$ cat config.mk
export PLATFORM = sky130hd
export DESIGN_NAME = if_fetch_queue
export DESIGN_NICKNAME = d
export VERILOG_FILES = /design/src/rtl/if_fetch_queue.sv
export SDC_FILE = /design/constraint.sdc
export NUM_CORES = 1
export LEC_CHECK = 0
export CAP_MARGIN = 15
export CORE_ASPECT_RATIO = 1.25
export CORE_MARGIN = 2
export CORE_UTILIZATION = 45
export DETAILED_ROUTE_END_ITERATION = 12
export HOLD_SLACK_MARGIN = 0.15
export MAX_ROUTING_LAYER = met4
export SLEW_MARGIN = 20
export SYNTH_ARGS = -nofsm -noshare
export SYNTH_HDL_FRONTEND = slang
export SYNTH_SLANG_ARGS = --single-unit
$ cat constraint.sdc
create_clock -name clk_in -period 9.6 [get_ports clk_in]
set_clock_uncertainty 0.05 [all_clocks]
set_input_delay 1.92 -clock clk_in [delete_from_list [all_inputs] [get_ports clk_in]]
set_output_delay 1.92 -clock clk_in [all_outputs]
set_load 0.02 [all_outputs]
$ cat src/rtl/if_fetch_queue.sv
// Instruction-fetch stage: keeps the PC, issues one 4-byte fetch at a time to
// the memory controller and queues each returned word with its PC in a
// circular buffer that the decoder drains. A redirect flushes everything and
// restarts fetch at the new target.
module if_fetch_queue #(
  parameter int          IQ_DEPTH    = 16,
  parameter int          IQ_ADDR_LEN = 4,
  parameter logic [31:0] RESET_PC    = 32'h0
) (
  input  logic        clk_in,
  input  logic        rst_in,
  input  logic        rdy_in,
  output logic        if_read_or_not,
  output logic [31:0] intru_addr,
  input  logic        if_load_done,
  input  logic [31:0] mem_ctrl_instru_to_if,
  input  logic        jump_flag,
  input  logic [31:0] jump_addr,
  output logic        inst_valid,
  output logic [31:0] inst_out,
  output logic [31:0] inst_pc,
  input  logic        inst_ready
);

  localparam logic [1:0] S_IDLE = 2'd0;
  localparam logic [1:0] S_WAIT = 2'd1;
  localparam logic [1:0] S_DROP = 2'd2;

  localparam logic [IQ_ADDR_LEN:0]   FULL_CNT = (IQ_ADDR_LEN+1)'(IQ_DEPTH);
  localparam logic [IQ_ADDR_LEN:0]   CNT_ONE  = (IQ_ADDR_LEN+1)'(1);
  localparam logic [IQ_ADDR_LEN-1:0] PTR_ONE  = IQ_ADDR_LEN'(1);

  logic [1:0]             state_q, state_d;
  logic [31:0]            pc_q, pc_d;
  logic [31:0]            addr_q, addr_d;
  logic                   req_q, req_d;
  logic [IQ_ADDR_LEN-1:0] head_q, head_d;
  logic [IQ_ADDR_LEN-1:0] tail_q, tail_d;
  logic [IQ_ADDR_LEN:0]   count_q, count_d;

  // Queue storage is data only; it is never reset, so its head is gated by
  // inst_valid on the way out.
  logic [31:0] iq_inst_q [IQ_DEPTH];
  logic [31:0] iq_pc_q   [IQ_DEPTH];

  logic push;
  logic pop;
  logic not_empty;

  assign not_empty = (count_q != '0);

  // Next-state logic: redirect overrides everything, otherwise run the fetch FSM and queue bookkeeping
  always_comb begin
    state_d = state_q;
    pc_d    = pc_q;
    addr_d  = addr_q;
    req_d   = req_q;
    head_d  = head_q;
    tail_d  = tail_q;
    count_d = count_q;
    push    = 1'b0;
    pop     = 1'b0;

    if (jump_flag) begin
      // Any done or pop in this cycle belongs to the abandoned stream.
      pc_d    = jump_addr;
      head_d  = '0;
      tail_d  = '0;
      count_d = '0;
      req_d   = 1'b0;
      state_d = S_DROP;
    end else begin
      pop = not_empty && inst_ready;

      case (state_q)
        S_IDLE: begin
          // Only issue when a slot is guaranteed for the returning word.
          if (count_q < FULL_CNT) begin
            req_d   = 1'b1;
            addr_d  = pc_q;
            state_d = S_WAIT;
          end
        end
        S_WAIT: begin
          if (if_load_done) begin
            push    = 1'b1;
            tail_d  = tail_q + PTR_ONE;
            pc_d    = pc_q + 32'd4;
            req_d   = 1'b0;
            state_d = S_IDLE;
          end
        end
        S_DROP: begin
          // A done seen here answers the pre-redirect address; discard it.
          state_d = S_IDLE;
        end
        default: begin
          state_d = S_IDLE;
        end
      endcase

      if (pop) begin
        head_d = head_q + PTR_ONE;
      end

      case ({push, pop})
        2'b10:   count_d = count_q + CNT_ONE;
        2'b01:   count_d = count_q - CNT_ONE;
        default: count_d = count_q;
      endcase
    end
  end

  // Control registers: synchronous active-low reset, frozen while rdy_in is low
  always_ff @(posedge clk_in) begin
    if (!rst_in) begin
      state_q <= S_IDLE;
      pc_q    <= RESET_PC;
      addr_q  <= RESET_PC;
      req_q   <= 1'b0;
      head_q  <= '0;
      tail_q  <= '0;
      count_q <= '0;
    end else if (rdy_in) begin
      state_q <= state_d;
      pc_q    <= pc_d;
      addr_q  <= addr_d;
      req_q   <= req_d;
      head_q  <= head_d;
      tail_q  <= tail_d;
      count_q <= count_d;
    end
  end

  // Queue write port: store the returned word and its PC at the tail
  always_ff @(posedge clk_in) begin
    if (rst_in && rdy_in && push) begin
      iq_inst_q[tail_q] <= mem_ctrl_instru_to_if;
      iq_pc_q[tail_q]   <= pc_q;
    end
  end

  assign if_read_or_not = req_q;
  assign intru_addr     = addr_q;
  assign inst_valid     = not_empty;
  assign inst_out       = not_empty ? iq_inst_q[head_q] : 32'h0;
  assign inst_pc        = not_empty ? iq_pc_q[head_q]   : 32'h0;

endmodule

Yosys cells after proc, flatten, opt, wreduce, memory -nomap -nowiden --
Memories as Yosys holds them, arrays and structs flattened. A register that Yosys moved wholly into a read port is not among the register bits. Index checks and enable logic that the tools add are counted. W data, S select, Z words.
Word-level totals: register bits 80, memory bits (writable) 1024, input port bits 70, output and inout bits 98, logic and storage cells 67, memories 2
Memories:
- iq_inst_q | depth 16, width 32, rd ports 1, clocked after Yosys merged registers in 1, wr ports 1, line 43 | logic [31:0] iq_inst_q [IQ_DEPTH];
- iq_pc_q | depth 16, width 32, rd ports 1, clocked after Yosys merged registers in 1, wr ports 1, line 44 | logic [31:0] iq_pc_q [IQ_DEPTH];
Operators by class: $add $sub $neg 5, magnitude comparators 1, equal/unequal tests 5, muxes and demuxes 30, bitwise gates (word level) 1, reduce and logical (&&, ||, !) cells 16
Operator list (number):
- $mux W32 | 5
- $mux W4 | 9
- $add A32 B3 Y32 const B | 1
- $pmux W5 S2 | 1
- $mux W1 | 9
- $add A4 B1 Y4 const B | 2
- $reduce_and A4 Y1 | 2
- $mux W2 | 3
- $ne A3 B3 Y1 const B | 2
- $reduce_and A3 Y1 | 2
- $reduce_bool A2 Y1 | 3
- $reduce_bool A3 Y1 | 2
- $add A5 B1 Y5 const B | 1
- $lt A5 B5 Y1 const B | 1
- $mux W5 | 1
- $reduce_bool A5 Y1 | 1
- $sub A5 B1 Y5 const B | 1
- $eq A2 B1 Y1 const B | 2
- $pmux W2 S2 | 1
- $reduce_and A2 Y1 | 2
- $logic_and A1 B1 Y1 | 3
- $eq A2 B2 Y1 const B | 1
- $logic_not A2 Y1 | 1
- $pmux W1 S2 | 1
- $not A1 Y1 | 1

Depth between registers and ports, before layout --
depth after elaboration 7, gate-level depth with buffers 11, depth with buffers taken out 10

Worst setup path after synthesis --
No wires, ideal clock.
path type input -> register, start point input port jump_flag, end point memory iq_inst_q[12][0], enable pin, library setup time 0.486 ns, arrival time 5.825 ns, required time 9.064 ns, setup slack 3.239 ns, stages 6, path buffers 1, cells stage by stage nor4bb_1 nand2_1 nor2_1 clkbuf_1 nand2_1 nor2_1
On the way: word-level cells in the longest chain between the ends 4
Ends and longest elaborated chain:
- start: declaration | line 17 | input logic jump_flag,
- $mux W1 | line 64 | if (jump_flag) begin
- $logic_and A1 B1 Y1 | line 137 | if (rst_in && rdy_in && push) begin
- $mux W1 | line 137
- $mux W1 (not written as such) | line 138 | iq_inst_q[tail_q] <= mem_ctrl_instru_to_if;
- end: declaration | line 43
No other way between the ends.

==> results.yml <==
run_status:
  status: "finished, final reports clean"
global_route:
  grt_start_max_net_pins: 123
  grt_overflow_total: 0
  grt_pass1_wl_mm: 141
  grt_pass1_vias: 21700
  antenna_found_initial: 3
  grt_usage_pct: 20.0
place:
  gp_congestion: 0.800
  port_buffers: 167
  place_hpwl_mm: 51.7
setup_path:
  timing.rr.start: "state_q[0]"
  critPathMostFrequentCell: "mux4_2"
  slowest_delay_ns: 0.81
  path_delay_family: "buffers and inverters"
  start_kind: "flop"
  crit_path_max_fanout: 122
  path_buf_inv: 3
  r2r_cells: 5
  crit_chain: "buf_12 -> buf_4 -> mux4_2 -> mux4_2 -> and2_1 -> clkdlybuf4s50_1"
  crit_cells: 6
  crit_slowest_cell: "buf_4"
  crit_type: "reg -> out"
  crit_required_ns: 7.63
  crit_arrival_ns: 4.52
  cp-end-kind: "output port"
sta:
  fin_crit_ns: 6.49
  finalHoldViolations: 0
  maxSlewViolCount: 0
  fmax_mhz: 154
  rsz0062_at_grt: "no"
  tightest_slew_ns: 1.09
  finalSetupViolations: 0
  fin_crit_sh_pct: 67.6
  max-slew-margin-rel_pct: 27.2
  finalSetupTns_ns: 0
logic_synthesis:
  yosysMostFrequentCell: "edfxtp_1"
  avgSynthCellArea_um2: 21.2
  syn_area_um2: 43000
  synth_common_cells: "edfxtp_1, mux4_2, nand2_1, dfxtp_1, and2_1"
  ys_ff_latch: 1108
  ys.flop_type: "edfxtp_1"
  ys_seq_area_share_pct: 75.4
  synth_edf_count: 1024
  ys_async_sr_fraction_pct: 0
  synth_top_area_share_pct: 71.5
  synth.area.top_cells: "edfxtp_1, mux4_2, dfxtp_1"
  yosysTopAreaCell: "edfxtp_1"
  syn_nets: 2107
  syn_inst: 2029
  ys.warnings.count: 0
  synth_cell_types: 60
route:
  ant_nets: 0
  viasPerCell: 5.84
  drt_pass1_iterations: 5
  drc: 0
  vias: 20600
  drt_iter0_markers: 1792
  routed_wl_mm: 93.6
  detail_route.wl_per_cell_um: 26.5
final_layout:
  fin_nets: 2303
  diodes: 0
  drive_gt1_share_pct: 22.8
  utilization_pct: 52.3
  syn_to_final_growth_pct: 15.0
cts:
  cts_hold_buffers: 0
  cts_buffers: 106
  cts_root_buf: "clkbuf_16"
  clockBufferDepth: 3
  clock-sinks: 1108
  clkTransAtPathRegs_ns: 0.06
  tritoncts: "built"
  clk_latency_ns: 0.68
  post-cts-setup-buffers: 0
  htreeDepth: 3
  cts_resized: 0
power_and_ir_drop:
  power.share.combinational_pct: 1.6
  p_sw_share_pct: 19.7
  clkPwrFrac_pct: 42.5
  seq_power_share_pct: 55.8
  powerDensity_nw_per_um2: 193
  internal-power_w: 0.00765
  p_sw_w: 0.00187
  p_leak_nw: 15.1
  ir_worst_vdd_uv: 118
run:
  max_cap_violations: 0
floorplanning:
  core_area_um2: 94600
  num_rows: 126
  io_pins: 168
  die_w_um: 280
  dieArea_um2: 98100
  die_h_um: 350
  start_util_pct: 45.5
min_path:
  hold_depth: 2
  hold_path.class: "reg -> reg"
  hp-start: "intru_addr[22]"
## final cells by class
| type | instances | area (um^2) |
|---|---|---|
| Fill cell | 7319 | 45100 |
| Inverter | 8 | 30.0 |
| Tap cell | 1216 | 1520 |
| Clock inverter | 52 | 488 |
| Sequential cell | 1108 | 32400 |
| Multi-Input combinational cell | 799 | 10100 |
| Clock buffer | 142 | 2880 |
| Timing Repair Buffer | 202 | 2000 |
## per-layer routing
metal | global-route usage (%) | wire [um] | up-vias
li1 | - | - | 8826
met1 | 26.7 | 39700 | 11000
met2 | 32.7 | 47700 | 616
met3 | 2.66 | 4350 | 123
met4 | 5.17 | 1900 | 0
met5 | - | 0 | -
## sequential cells by signal, summed over array words and instances, names as in the netlist, named ones only
name,count
head_q,4
iq_pc_q,512
pc_q,32
count_q,5
intru_addr,32
state_q,2
iq_inst_q,512
if_read_or_not,1
tail_q,4
## worst reg2reg max path, cell delays in order, from the launching register on
cell,delay [ns]
dfxtp_1,0.49
nor4bb_1,0.92
nand3_1,0.67
nor3_1,0.56
and2_4,0.70
buf_4,0.64
## worst paths after layout
kind | end | slack, ns
worst max-delay path | inst_pc[13] | 3.11
worst min-delay path | intru_addr[22] | 0.41
worst max register to register | iq_inst_q[0][7] | 5.18
worst min register to register | intru_addr[22] | 0.41
## through the flow
| step | power, W | area (um^2) | instances | hold WS [ns] | setup WS [ns] |
|---|---|---|---|---|---|
| 3_5_place_dp | 0.00558 | 46000 | 3331 | 0.400 | 3.06 |
| 3_3_place_gp | 0.00557 | 46000 | 3331 | 0.400 | 3.17 |
| 4_1_cts | 0.00961 | 49400 | 3525 | 0.410 | 2.97 |
| 5_1_grt | 0.00981 | 49500 | 3527 | 0.431 | 2.89 |
| 6_report | 0.00953 | 49500 | 3527 | 0.405 | 3.11 |
| 2_1_floorplan | 0.00547 | 43000 | 2029 | 0.412 | 3.24 |
## cells by family after synthesis
| logic type | share of synthesized area, % |
|---|---|
| DFF | 75.4 |
| muxes | 17.0 |
| and+or+nand+nor | 3.63 |
| AOI/OAI and AO/OA | 2.03 |
| buffers and inverters | 1.31 |
| xor gates and xnor gates | 0.367 |
| adders and majority gates | 0.233 |
## power by group through the flow
stage,logic (W),clock network [W],registers (W)
5_1_grt,0.000171,0.00432,0.00532
6_report,0.000157,0.00405,0.00532
3_3_place_gp,0.000154,0,0.00542
2_1_floorplan,0.0000668,0,0.00540
3_5_place_dp,0.000158,0,0.00542
4_1_cts,0.000158,0.00414,0.00532
## cells in the final DEF (no fill, tap or decap), types with 26 or more instances in the layout
master	netlist	final
clkdlybuf4s50_1	0	167
buf_4	3	30
clkbuf_16	0	108
dfxtp_1	84	80
edfxtp_1	1024	1024
nand2_1	115	115
and2_1	77	73
clkbuf_1	71	29
mux4_2	320	320
a21oi_1	59	58
clkinv_1	1	26
Power figures use the tool's default switching activity.
